[src/rtl/request_encoder_pkg.sv]
// Shared constants and types for the request encoder and its picker.
package request_encoder_pkg;

   localparam int unsigned IDX_W = 2;
   localparam int unsigned REQ_N = 4;

   typedef enum logic {
      ST_IDLE = 1'b0,
      ST_HOLD = 1'b1
   } state_e;

   // One-hot mask for a request index
   function automatic logic [REQ_N-1:0] idx_onehot(input logic [IDX_W-1:0] idx);
      logic [REQ_N-1:0] mask;
      mask      = '0;
      mask[idx] = 1'b1;
      return mask;
   endfunction

endpackage

[src/rtl/rr_pick4.sv]
// Rotating first-set search over four request bits, starting at 'start'.
module rr_pick4
   import request_encoder_pkg::*;
(
   input  logic [REQ_N-1:0] req,
   input  logic [IDX_W-1:0] start,
   output logic [IDX_W-1:0] idx,
   output logic             found
);

   // Walk offsets from farthest to nearest so the nearest set bit wins
   always_comb begin
      logic [IDX_W-1:0] pos;
      idx   = '0;
      found = 1'b0;
      pos   = '0;
      for (int k = REQ_N - 1; k >= 0; k--) begin
         pos = start + IDX_W'(k);
         if (req[pos]) begin
            idx   = pos;
            found = 1'b1;
         end
      end
   end

endmodule

[src/rtl/request_encoder.sv]
// Latches request pulses and presents one pending index at a time as a
// registered {address1,address0}/enable bundle, held until ready.
module request_encoder
   import request_encoder_pkg::*;
#(
   parameter bit ROUND_ROBIN = 1'b1
) (
   input  logic clk,
   input  logic reset,
   input  logic in0,
   input  logic in1,
   input  logic in2,
   input  logic in3,
   input  logic ready,
   output logic address0,
   output logic address1,
   output logic enable,
   output logic busy
);

   logic [REQ_N-1:0] pending_q;
   logic [IDX_W-1:0] pointer_q;
   state_e           state_q;

   logic [REQ_N-1:0] req_in;
   logic [REQ_N-1:0] clr;
   logic [REQ_N-1:0] pending_d;
   logic [IDX_W-1:0] cur_idx;
   logic [IDX_W-1:0] next_ptr;
   logic [REQ_N-1:0] pick_req;
   logic [IDX_W-1:0] pick_start;
   logic [IDX_W-1:0] pick_idx;
   logic             pick_found;
   logic             accept;

   // Pending update, accept clear and picker inputs for the current state
   always_comb begin
      req_in    = {in3, in2, in1, in0};
      cur_idx   = {address1, address0};
      accept    = enable & ready;
      clr       = accept ? idx_onehot(cur_idx) : '0;
      // New pulses OR in after the clear, so a same-edge set survives
      pending_d = (pending_q & ~clr) | req_in;
      next_ptr  = ROUND_ROBIN ? IDX_W'(cur_idx + 1'b1) : '0;
      if (state_q == ST_HOLD) begin
         pick_req   = pending_q & ~clr;
         pick_start = next_ptr;
      end else begin
         pick_req   = pending_q;
         pick_start = pointer_q;
      end
   end

   rr_pick4 u_pick (
      .req   (pick_req),
      .start (pick_start),
      .idx   (pick_idx),
      .found (pick_found)
   );

   // Grant FSM: IDLE loads the first pick, HOLD waits for ready then chains or retires
   always_ff @(posedge clk or posedge reset) begin
      if (reset) begin
         pending_q <= '0;
         pointer_q <= '0;
         state_q   <= ST_IDLE;
         address0  <= 1'b0;
         address1  <= 1'b0;
         enable    <= 1'b0;
      end else begin
         pending_q <= pending_d;
         case (state_q)
            ST_IDLE: begin
               if (pick_found) begin
                  {address1, address0} <= pick_idx;
                  enable               <= 1'b1;
                  state_q              <= ST_HOLD;
               end
            end
            ST_HOLD: begin
               if (ready) begin
                  pointer_q <= next_ptr;
                  if (pick_found) begin
                     {address1, address0} <= pick_idx;
                  end else begin
                     // Address registers keep the last granted index
                     enable  <= 1'b0;
                     state_q <= ST_IDLE;
                  end
               end
            end
            default: state_q <= ST_IDLE;
         endcase
      end
   end

   // Activity flag straight from registers
   always_comb busy = (|pending_q) | enable;

endmodule
[config.mk]
export PLATFORM = sky130hd
export DESIGN_NAME = request_encoder
export DESIGN_NICKNAME = d
export VERILOG_FILES = /design/src/rtl/request_encoder_pkg.sv /design/src/rtl/rr_pick4.sv /design/src/rtl/request_encoder.sv
export SDC_FILE = /design/constraint.sdc
export NUM_CORES = 1
export LEC_CHECK = 0
export ABC_AREA = 1
export BUFFER_PORTS_ARGS = -buffer_cell sky130_fd_sc_hd__buf_4
export CORE_AREA = 2 2 39 41
export DETAILED_ROUTE_END_ITERATION = 10
export DIE_AREA = 0 0 41 43
export PLACE_DENSITY = 0.78
export SYNTH_ARGS = -nofsm -noshare
export SYNTH_HDL_FRONTEND = slang
export SYNTH_SLANG_ARGS = --single-unit
[constraint.sdc]
create_clock -name clk -period 4.7 [get_ports clk]
set_input_delay 0 -clock clk [delete_from_list [all_inputs] [get_ports clk]]
set_output_delay 0 -clock clk [all_outputs]
set_load 0.05 [all_outputs]
# After elaboration in Yosys (flattened, before gate mapping)

Cells that the tools add are included.

Flip-flop bits (word level): 10
Input port bits: 7
Output and inout bits: 4
Logic and storage cells: 63

Add/sub/neg operators: 4
Magnitude comparators: 6
Equal/unequal tests: 3
Mux-type cells: 34
Bitwise logic cells: 6
Reduce and logical (&&, ||, !) cells: 4

Operators with widths:

| operator                                                                      | count |
|---|---|
| 1-bit 2-to-1 mux                                                              | 18 |
| 2-bit by 3-bit less-than comparator with 1-bit output (second input constant) | 5 |
| 2-bit 2-to-1 mux                                                              | 5 |
| 1-bit binary-select mux with 2-bit select                                     | 4 |
| 4-bit 2-to-1 mux                                                              | 2 |
| 1-bit case mux with 2 select lines                                            | 4 |
| 2-bit != test (second input constant)                                         | 3 |
| 2-bit by 1-bit adder with 2-bit output (second input constant)                | 2 |
| 2-bit adder (second input constant)                                           | 2 |
| 4-bit bitwise AND                                                             | 1 |
| 4-bit inverter                                                                | 1 |
| 4-bit OR                                                                      | 1 |
| 4-bit OR reduction                                                            | 1 |
| 3-bit AND reduction                                                           | 1 |
| 1-bit demux with 2-bit select                                                 | 1 |
| 2-bit by 1-bit >= comparator with 1-bit output (second input constant)        | 1 |
| 2-bit AND reduction                                                           | 1 |
| 1-bit bitwise AND                                                             | 1 |
| 1-bit logical AND                                                             | 1 |
| 1-bit inverter                                                                | 1 |
| 1-bit OR                                                                      | 1 |

# Logic depth before layout (Yosys ltp)

Gate-level depths: netlist of the first run.

Depth after elaboration: 17
Mapped depth: 13
Mapped depth without buffers: 13

# Hierarchy

Synthesis of the first run repeated with hierarchy kept, for this count alone.

Cell total of the unflattened synthesis: 113
Area, all modules: 742.0 sq um

By module, submodules not included:

| module          | instances | cells an instance | area each (sq um) | seq. area each (sq um) |
|---|---|---|---|---|
| request_encoder | 1         | 69                | 526.8             | 250.2 |
| rr_pick4        | 1         | 44                | 215.2             | 0.0 |

# Least setup slack after synthesis of the first run

No wires, ideal clock.

Kind: reg-to-reg
From: reg address0
To: reg address0
Arrival time: 1.851 ns
Required time: 4.580 ns
Slack: 2.728 ns
Cell stages (with the launch flop): 13
Path buffers: 0
Period minus slack after synthesis: 1.972 ns
Path through: dfrtp_1 inv_1 ha_1 nand2_1 nand2_2 inv_2 nand2_1 nand2_1 nand3_1 nand3_1 nand3_1 nand3_1 nand2_1

Elaborated cells on any way between the ends: 33
Those cells by class: 4 x add/sub; 2 x order compare; 24 x mux; 2 x bitwise; 1 x reduce/logical

RTL lines:

| what                                                                      | RTL line                                     | source |
|---|---|---|
| start, declared                                                           | request_encoder.sv:15                        | `output logic address0,` |
| start signal, assigned                                                    | request_encoder.sv:75                        | `{address1, address0} <= pick_idx;` |
| start signal, assigned                                                    | request_encoder.sv:84                        | `{address1, address0} <= pick_idx;` |
| 2-bit by 1-bit adder with 2-bit output *                                  | request_encoder.sv:44                        | `next_ptr = ROUND_ROBIN ? IDX_W'(cur_idx + 1'b1) : '0;` |
| net next_ptr[0]                                                           | request_encoder.sv:29                        | `logic [IDX_W-1:0] next_ptr;` |
| 2-bit 2-to-1 mux *                                                        | request_encoder.sv:45                        | `if (state_q == ST_HOLD) begin` |
| 2-bit adder                                                               | rr_pick4.sv:18                               | `pos = start + IDX_W'(k);` |
| 1-bit binary-select mux with 2-bit select                                 | rr_pick4.sv:19                               | `if (req[pos]) begin` |
| 1-bit 2-to-1 mux (not written as such)                                    | rr_pick4.sv:19                               |  |
| 2-bit 2-to-1 mux / 1-bit 2-to-1 mux (equally long branches) (4 in series) | rr_pick4.sv:19                               |  |
| 1-bit 2-to-1 mux *                                                        | request_encoder.sv:74, request_encoder.sv:83 |  |
| 1-bit 2-to-1 mux                                                          | request_encoder.sv:81                        | `if (ready) begin` |
| 1-bit case mux with 2 select lines *                                      | request_encoder.sv:72                        | `case (state_q)` |

Mark *: on every way through the listed nets, which the timed path passes. The rest lies on a longest branch. The select of a mux whose other input is x is not followed.
A chain may end at the register's enable or synchronous reset.

# Worst setup path in the final report of the first run

Same ends and word-level chain as after synthesis.

==> impl_metrics.py, run 1 <==
metrics = {
    "sta": {
        "max_slew.worst_pin.slew_ps": 416,
        "finalCritPeriodShare_pct": 37.6,
        "rsz0062_at_grt": "false",
        "finalHoldViolCount": 0,
        "fmax_ghz": 0.566,
        "finalSetupTns_ps": 0,
        "period_needed_ps": 1770,
        "setup_violations": 0,
        "slew_headroom_pct": 72.3,
        "finClkSkew_ps": 8.34,
        "final_max_slew_viol_count": 0,
        "worst_slack_ps": 2930,
    },
    "critical_path": {
        "criticalPathCategory": "reg -> reg",
        "required_ps": 4860,
        "cp.arrival_ps": 1930,
        "end_kind": "flop",
        "crit_fanout": 7,
        "rr_worst_depth": 12,
        "critPathLaunchType": "flop",
    },
    "clock_network": {
        "clk_pin_slew_ps": 70,
        "cts_sinks": 10,
        "cts-root-buf": "clkbuf_4",
        "insertion_delay_ps": 280,
        "clockBufferDepth": 2,
        "postCtsResizedCells": 0,
        "htreeDepth": 1,
        "cts_made_buffers": 3,
        "cts_tree": "done",
    },
    "synth": {
        "synth-main-ff-cell": "dfrtp_1",
        "synth_edf_count": 0,
        "synthCells": 105,
        "synth.top_cells.by_count": "nand2_1, nand3_1, dfrtp_1",
        "yosysWarnings": 0,
        "syn-cell-area_um2": 742,
        "syn_area_per_cell_um2": 7.07,
        "yosysTopAreaCell": "dfrtp_1",
        "synthTopCellsByArea": "dfrtp_1, nand2_1, nand3_1",
        "yosysTopAreaCellShare_pct": 33.7,
        "async_reset_ff_share_pct": 100,
        "syn_nets": 116,
        "ys_ff_latch": 10,
        "yosysMostFrequentCell": "nand2_1",
        "synth.distinct_cells": 19,
        "yosysSeqAreaShare_pct": 33.7,
    },
    "pwr": {
        "switching_power_uw": 323,
        "vdd_drop_max_mv": 0.286,
        "p_sw_share_pct": 53.3,
        "p_comb_share_pct": 66.2,
        "p_per_area_mw_per_mm2": 659,
        "p_int_uw": 283,
        "finalPower_uw": 606,
        "clockPowerShare_pct": 10.3,
        "pwr-share-seq_pct": 23.5,
        "cellLeakagePower_uw": 0.000478,
    },
    "global_route": {
        "first_global_vias": 704,
        "grt_max_degree": 11,
        "grt_pass1_wl_um": 2930,
        "grt-ovfl-total": 0,
        "track_usage_pct": 24.7,
        "antenna_found_initial": 0,
    },
    "floorplanning": {
        "rows": 14,
        "fp.dieW_um": 41,
        "ioPinCount": 11,
        "die-height_um": 43,
        "design.die.area_mm2": 0.00176,
        "start_util_pct": 53.6,
        "core_area_mm2": 0.00138,
    },
    "detailed_routing": {
        "antenna_left": 0,
        "drtIter0Drc": 25,
        "viasPerCell": 5.17,
        "wl_per_cell_um": 11.9,
        "via_count": 724,
        "drt-total-wl_um": 1660,
        "drc": 0,
        "drtPass1Iterations": 4,
    },
    "cells_and_area": {
        "drive_above_1_share_pct": 23.4,
        "fin_cells": 140,
        "fillers": 124,
        "area_growth_pct": 23.9,
        "diodes": 0,
        "fin_nets": 137,
    },
    "placed_design": {
        "gp_congestion": 0.912,
        "place_hpwl_um": 1260,
        "placement.setup.worst_slack_ps": 2920,
        "dp.cells": 131,
        "port_buffers": 10,
    },
    "status": {
        "status": "completed",
    },
    "run": {
        "max_cap_viol_count": 0,
    },
    "hold_path": {
        "hold_class": "in -> async",
    },
}
-- power by group through the flow --
stage,combinational [µW],clock (µW),sequential (µW)
floorplan,283,0,175
global placement,387,0,143
detailed placement,395,0,146
CTS,402,62.9,144
global route,457,66.6,149
finish,401,62.5,143
-- worst max-delay path, cell delays in order, from the launching register on --
cell	delay, ps
dfrtp_1	440
inv_1	110
ha_1	320
nand2_1	80
nand2_2	80
inv_2	100
nand2_1	60
nand2_1	80
nand3_1	90
nand3_1	110
nand3_1	70
nand3_1	80
nand2_1	40
-- repair_timing --
action	in CTS	in global routing
hold buffers	6	0
buffers inserted	0	0
hold endpoints to repair	15	0
-- cells by family (layout without fill, tap and decap cells) --
group / after synthesis / count (layout) / synth area share, %
and+or+nand+nor: 72 / 72 / 46.4
buffers and inverters: 11 / 30 / 5.56
DFF: 10 / 10 / 33.7
AOI/OAI and AO/OA: 7 / 7 / 6.07
adders and majority gates: 4 / 4 / 6.75
muxes: 1 / 1 / 1.52
-- worst paths after layout --
check / from / endpoint / slack [ps]
worst max register to register: address0$_DFFE_PP0P_ / address0$_DFFE_PP0P_ / 2930
min in group clk: in2 / pending_q[2]$_DFF_PP0_ / 450
max in group asynchronous: reset / pending_q[3]$_DFF_PP0_ / 4150
worst min-delay path: reset / pointer_q[1]$_DFFE_PP0P_ / 250
worst min register to register: pointer_q[1]$_DFFE_PP0P_ / pointer_q[1]$_DFFE_PP0P_ / 510
worst max-delay path: address0$_DFFE_PP0P_ / address0$_DFFE_PP0P_ / 2930
-- stage by stage --
stage	hold WS, ps	utilization [%]	area [µm²]
floorplan	-160	-	742
global placement	3.54	60.5	837
detailed placement	13.5	60.5	837
CTS	278	66.5	920
global route	336	66.5	920
finish	254	66.5	920
-- final cells by class --
cell class,instances,area [µm²],share of cell area [%]
repair buffers,16,135,14.7
multi-input cells,84,450,49.0
inverters,11,41.3,4.49
well taps,16,20.0,2.18
flip-flops and latches,10,250,27.2
clock buffers,3,22.5,2.45
-- registers in the layout, summed over array words and instances (netlist names) --
signal	cells
pending_q	4
state_q	1
address1	1
enable	1
pointer_q	2
address0	1
-- layout by cell type (no fill, tap or decap), types with 4 or more instances in the layout --
master         count
nand2_1           38
nand2_2            5
nand3_2            4
dlygate4sd3_1      6
dfrtp_1           10
ha_1               4
nand3_1           18
buf_4             10
inv_1              9
-- layer usage --
metal | global-route usage, % | wire length [µm]
met5 | 0 | 0
met3 | 5.24 | 76
met4 | 10.7 | 38
met1 | 31.9 | 748
met2 | 38.1 | 801
(Power assumes the default switching activity.)
==> run 2: changes to the inputs <==
Settings changed: ABC_AREA 1 to 0, CORE_AREA 2 2 39 41 to not set, CORE_MARGIN set to 2, CORE_UTILIZATION set to 47, DIE_AREA 0 0 41 43 to not set, PLACE_DENSITY 0.78 to 0.71.
Clock period 4.7 ns to 1.4 ns, I/O delays scaled along.
==> impl_metrics.py, run 2 <==
metrics = {
    "status": {
        "status": "finished, violations left",
        "violations": "negative setup slack",
    },
    "critical_path": {
        "critPathLaunchType": "flop",
        "required_ps": 1580,
        "cp_num_buf_inv": 1,
        "crit_fanout": 5,
        "slowest_stage": "dfrtp_2",
        "max_stage_delay_ps": 430,
        "crit_chain": "inv_2 > ha_4 > mux2_4 > nor3b_2 > a21oi_1 > a211o_1 > mux2i_1",
        "criticalPathCategory": "reg -> reg",
        "cp.arrival_ps": 2030,
        "crit_family": "multiplexers",
        "end_kind": "flop",
    },
    "cells_and_area": {
        "reg_top3": "pending_q x4, pointer_q x2",
        "diodes": 0,
        "final_util_pct": 78.7,
        "drive_above_1_share_pct": 49.5,
        "fillers": 82,
        "final_common_cell": "buf_4",
        "area_growth_pct": 57.6,
        "multi_input_area_um2": 397,
        "largest_reg_flops": 4,
        "mostFrequentLayoutCells": "buf_4, nand2_1, dfrtp_1",
        "top_register": "pending_q",
        "seq_area_um2": 254,
        "fin_nets": 117,
    },
    "synth": {
        "syn_area_per_cell_um2": 9.84,
        "yosysTopAreaCell": "dfrtp_1",
        "synth.distinct_cells": 28,
        "yosysSeqAreaShare_pct": 38.5,
        "yosysMostFrequentCell": "dfrtp_1",
        "synth-main-ff-cell": "dfrtp_1",
        "synth.top_cells.by_count": "dfrtp_1, nand2_1, inv_1",
        "yosysWarnings": 0,
        "async_reset_ff_share_pct": 100,
        "synth_edf_count": 0,
        "yosysTopAreaCellShare_pct": 38.5,
        "syn-cell-area_um2": 649,
        "synthCells": 66,
        "synthTopCellsByArea": "dfrtp_1, ha_1, nand2_1",
        "syn_nets": 77,
        "ys_ff_latch": 10,
    },
    "sta": {
        "period_needed_ps": 1850,
        "max_slew.worst_pin.slew_ps": 416,
        "worst_slack_ps": -449,
        "finalCritPeriodShare_pct": 132,
        "setup_violations": 4,
        "final_max_slew_viol_count": 0,
        "fmax_ghz": 0.541,
        "finClkSkew_ps": 4.23,
        "slew_headroom_pct": 72.3,
        "rsz0062_at_grt": "true",
        "hold_slack_ps": 68.9,
        "finalHoldViolCount": 0,
    },
    "placed_design": {
        "gp_congestion": 0.928,
        "place_hpwl_um": 1330,
        "port_buffers": 10,
    },
    "detailed_routing": {
        "drc": 0,
        "drtPass1Iterations": 4,
        "drtIter0Drc": 33,
        "drt-total-wl_um": 1930,
        "viasPerCell": 5.59,
        "wl_per_cell_um": 16.1,
        "via_count": 671,
        "antenna_left": 0,
    },
    "hold_path": {
        "hold_class": "in -> reg",
    },
    "clock_network": {
        "cts_tree": "done",
        "clk_pin_slew_ps": 80,
        "cts_made_buffers": 3,
        "cts-root-buf": "clkbuf_4",
        "insertion_delay_ps": 270,
        "clockBufferDepth": 2,
        "htreeDepth": 1,
        "cts_sinks": 10,
    },
    "global_route": {
        "track_usage_pct": 27.5,
        "grt_max_degree": 11,
        "antenna_found_initial": 0,
        "grt_pass1_wl_um": 2860,
        "grt-ovfl-total": 0,
        "first_global_vias": 631,
    },
    "pwr": {
        "cellLeakagePower_uw": 0.000495,
        "p_per_area_mw_per_mm2": 1670,
        "vdd_drop_max_mv": 1.23,
        "finalPower_uw": 1710,
    },
    "floorplanning": {
        "design.die.area_mm2": 0.00169,
        "start_util_pct": 49.9,
        "core_area_mm2": 0.00130,
        "die-height_um": 41.2,
        "fp.dieW_um": 41.2,
        "rows": 13,
        "ioPinCount": 11,
    },
    "run": {
        "max_cap_viol_count": 0,
    },
}
[run 2: area by class of cell]
type	count	share of cell area, %
Clock buffer	4	3.55
Inverter	6	2.44
Multi-Input combinational cell	48	38.8
Sequential cell	10	24.8
Tap cell	15	1.83
Timing Repair Buffer	37	28.6
[run 2: metal layers]
layer,share of wire [%],track usage [%],wire [µm]
met5,0,0,0
met4,1.3,10.5,26
met3,7.5,9.78,145
met2,50,43.4,969
met1,41,34.0,788
[run 2: metrics by stage]
stage	cell area, µm²	std cells	worst slack [ps]	TNS (ps)
after floorplan	682	66	-503	-1460
after global placement	892	107	-354	-1150
after detailed placement	892	107	-402	-1320
after CTS	1010	119	-417	-1370
after global routing	1020	120	-481	-1560
final	1020	120	-449	-1470
[run 2: what timing repair did]
item / 4_1_cts / 5_1_grt
setup endpoints to repair: 4 / 4
pin swaps: 1 / 0
setup buffers: 2 / 1
hold buffers: 6 / 0
gates cloned: 0 / 0
endpoints found under the hold margin: 15 / 0
resized for setup: 3 / 2
[run 2: path summary, 6_finish.rpt]
check / startpoint / end / slack, ps / cells past startpoint
setup reg to reg: address1$_DFFE_PP0P_ / address0$_DFFE_PP0P_ / -450 / 7
max in group asynchronous: reset / enable$_DFFE_PP0P_ / 810 / 3
min in group asynchronous: reset / pending_q[3]$_DFF_PP0_ / 270 / 3
hold reg to reg: pointer_q[0]$_DFFE_PP0P_ / pointer_q[0]$_DFFE_PP0P_ / 500 / 2
hold / removal: ready / enable$_DFFE_PP0P_ / 70 / 3
setup / recovery: address1$_DFFE_PP0P_ / address0$_DFFE_PP0P_ / -450 / 7
[run 2: kinds of logic after synthesis]
logic type      after synthesis  synth area share (%)
compound gates               19                  23.7
mux                           4                  7.32
flops                        10                  38.5
simple gates                 21                  16.4
buf+inv                       8                  6.36
fa+ha+maj                     4                  7.71
[run 2: worst min-delay path, stage by stage]
cell and delay (ps):
buf_4 130, a21bo_1 110, a21boi_1 60
[run 2: where the power goes]
group	internal, µW	switching, µW	total [µW]	leakage [µW]
Sequential	355	51.4	406	0.000102
Clock	158	115	273	0.0000210
Combinational	534	496	1030	0.000373
==> run 3: changes to the inputs <==
Settings changed: CTS_BUF_LIST set to sky130_fd_sc_hd__clkbuf_8 sky130_fd_sc_hd__clkbuf_16, HOLD_SLACK_MARGIN set to 0.03.
==> impl_metrics.py, run 3 (same netlist as run 2, synthesis figures left out) <==
metrics = {
    "placed_design": {
        "dp.cells": 107,
        "place_hpwl_um": 1330,
        "gp_congestion": 0.928,
        "placed_cell_area_um2": 892,
        "port_buffers": 10,
    },
    "critical_path": {
        "cp.arrival_ps": 2020,
        "end_kind": "flop",
        "endpoint": "address1$_DFFE_PP0P_",
        "slowest_stage": "dfrtp_2",
        "max_stage_delay_ps": 430,
        "critPathLaunchType": "flop",
        "criticalPathCategory": "reg -> reg",
        "cp_common_cell": "mux2_4",
        "crit_family": "compound AO/OA/AOI/OAI gates",
        "timing.rr.end": "address1$_DFFE_PP0P_",
        "cp.depth": 7,
        "reg2reg_slack_ps": -440,
        "reg2reg_from": "address1$_DFFE_PP0P_",
        "worstSetupStartpoint": "address1$_DFFE_PP0P_",
        "crit_fanout": 5,
        "cp_num_buf_inv": 1,
        "rr_worst_depth": 7,
        "required_ps": 1580,
        "crit_chain": "inv_2 > ha_4 > mux2_4 > a32o_1 > a21bo_1 > a211oi_2 > mux2_4",
    },
    "sta": {
        "final_max_slew_viol_count": 0,
        "rsz0062_at_grt": "true",
        "max_slew.worst_pin.slew_ps": 413,
        "worst_slack_ps": -441,
        "slew_headroom_pct": 72.4,
        "finClkSkew_ps": 4.09,
        "finalCritPeriodShare_pct": 132,
        "fmax_ghz": 0.543,
        "finalHoldViolCount": 0,
        "setup_violations": 4,
        "period_needed_ps": 1840,
        "finalSetupTns_ps": -1450,
    },
    "detailed_routing": {
        "drc": 0,
        "drt-total-wl_um": 1970,
        "drtIter0Drc": 28,
        "drtPass1Iterations": 4,
        "wl_per_cell_um": 16.5,
        "viasPerCell": 5.68,
        "via_count": 676,
        "antenna_left": 0,
    },
    "global_route": {
        "first_global_vias": 635,
        "track_usage_pct": 26.7,
        "antenna_found_initial": 0,
        "grt_max_degree": 11,
        "grt-ovfl-total": 0,
        "grt_pass1_wl_um": 2800,
    },
    "pwr": {
        "finalPower_uw": 1860,
        "vdd_drop_max_mv": 1.61,
        "p_per_area_mw_per_mm2": 1780,
        "cellLeakagePower_uw": 0.000501,
    },
    "floorplanning": {
        "design.die.area_mm2": 0.00169,
        "core_area_mm2": 0.00130,
        "ioPinCount": 11,
        "fp.dieW_um": 41.2,
        "rows": 13,
        "start_util_pct": 49.9,
        "die-height_um": 41.2,
    },
    "status": {
        "status": "finished, violations left",
        "violations": "negative setup slack",
    },
    "hold_path": {
        "hold_class": "in -> reg",
    },
    "cells_and_area": {
        "top_register": "pending_q",
        "drive_above_1_share_pct": 49.0,
        "fin_nets": 116,
        "mostFrequentLayoutCells": "buf_4, nand2_1, dfrtp_1",
        "final_common_cell": "buf_4",
        "reg_top3": "pending_q x4, pointer_q x2",
        "area_growth_pct": 60.3,
        "diodes": 0,
        "final_util_pct": 80.0,
        "design_area_mm2": 0.00104,
        "largest_reg_flops": 4,
        "fin_cells": 119,
        "fillers": 78,
    },
    "clock_network": {
        "cts_tree": "done",
        "cts_made_buffers": 3,
        "htreeDepth": 1,
        "cts-root-buf": "clkbuf_8",
        "clockBufferDepth": 2,
        "insertion_delay_ps": 240,
        "clk_pin_slew_ps": 50,
        "cts_sinks": 10,
    },
    "run": {
        "max_cap_viol_count": 0,
    },
}
[run 3: cell type report]
| type | instances | area [µm²] | share of cell area [%] |
|---|---|---|---|
| flip-flops and latches | 10 | 254 | 24.4 |
| multi-input cells | 48 | 403 | 38.7 |
| repair buffers | 36 | 285 | 27.4 |
| inverters | 6 | 25.0 | 2.40 |
| clock buffers | 4 | 55.1 | 5.29 |
| well taps | 15 | 18.8 | 1.80 |
[run 3: worst min path at each step]
stage	startpoint	endpoint	slack, ps	cells after the start
3_5_place_dp	reset	pending_q[3]$_DFF_PP0_	20	2
2_1_floorplan	reset	pending_q[0]$_DFF_PP0_	-160	1
4_1_cts	ready	enable$_DFFE_PP0P_	100	3
3_3_place_gp	reset	pending_q[3]$_DFF_PP0_	10	2
5_1_grt	ready	enable$_DFFE_PP0P_	120	3
6_report	ready	enable$_DFFE_PP0P_	100	3
[run 3: per-layer routing]
| layer | track usage (%) | vias up | share of wire (%) |
|---|---|---|---|
| met5 | 0 | - | 0 |
| met3 | 7.61 | 9 | 5.7 |
| met1 | 32.8 | 331 | 42 |
| li1 | - | 312 | - |
| met4 | 12.1 | 0 | 3.0 |
| met2 | 42.6 | 24 | 49 |
[run 3: worst min-delay path: stages]
cell and delay (ps):
buf_4 130, a21bo_1 110, a21boi_1 60
[run 3: report_power, final]
part	internal [µW]	leakage (µW)	total, µW	switching, µW
registers	356	0.000102	409	53.4
logic	552	0.000370	1070	519
clock network	248	0.0000288	377	129
[run 3: what timing repair did]
| item | 4_1_cts | 5_1_grt |
|---|---|---|
| pin swaps | 1 | 0 |
| cloned | 0 | 0 |
| setup buffers | 1 | 1 |
| hold buffers | 6 | 0 |
| resized for setup | 3 | 3 |
| endpoints found under the hold margin | 15 | 0 |
| endpoints found under the setup margin | 4 | 4 |
[run 3: stage by stage]
stage / hold WS (ps) / setup WS, ps
4_1_cts: 103 / -412
3_5_place_dp: 16.0 / -402
5_1_grt: 122 / -483
3_3_place_gp: 13.1 / -354
6_report: 103 / -441
2_1_floorplan: -160 / -503
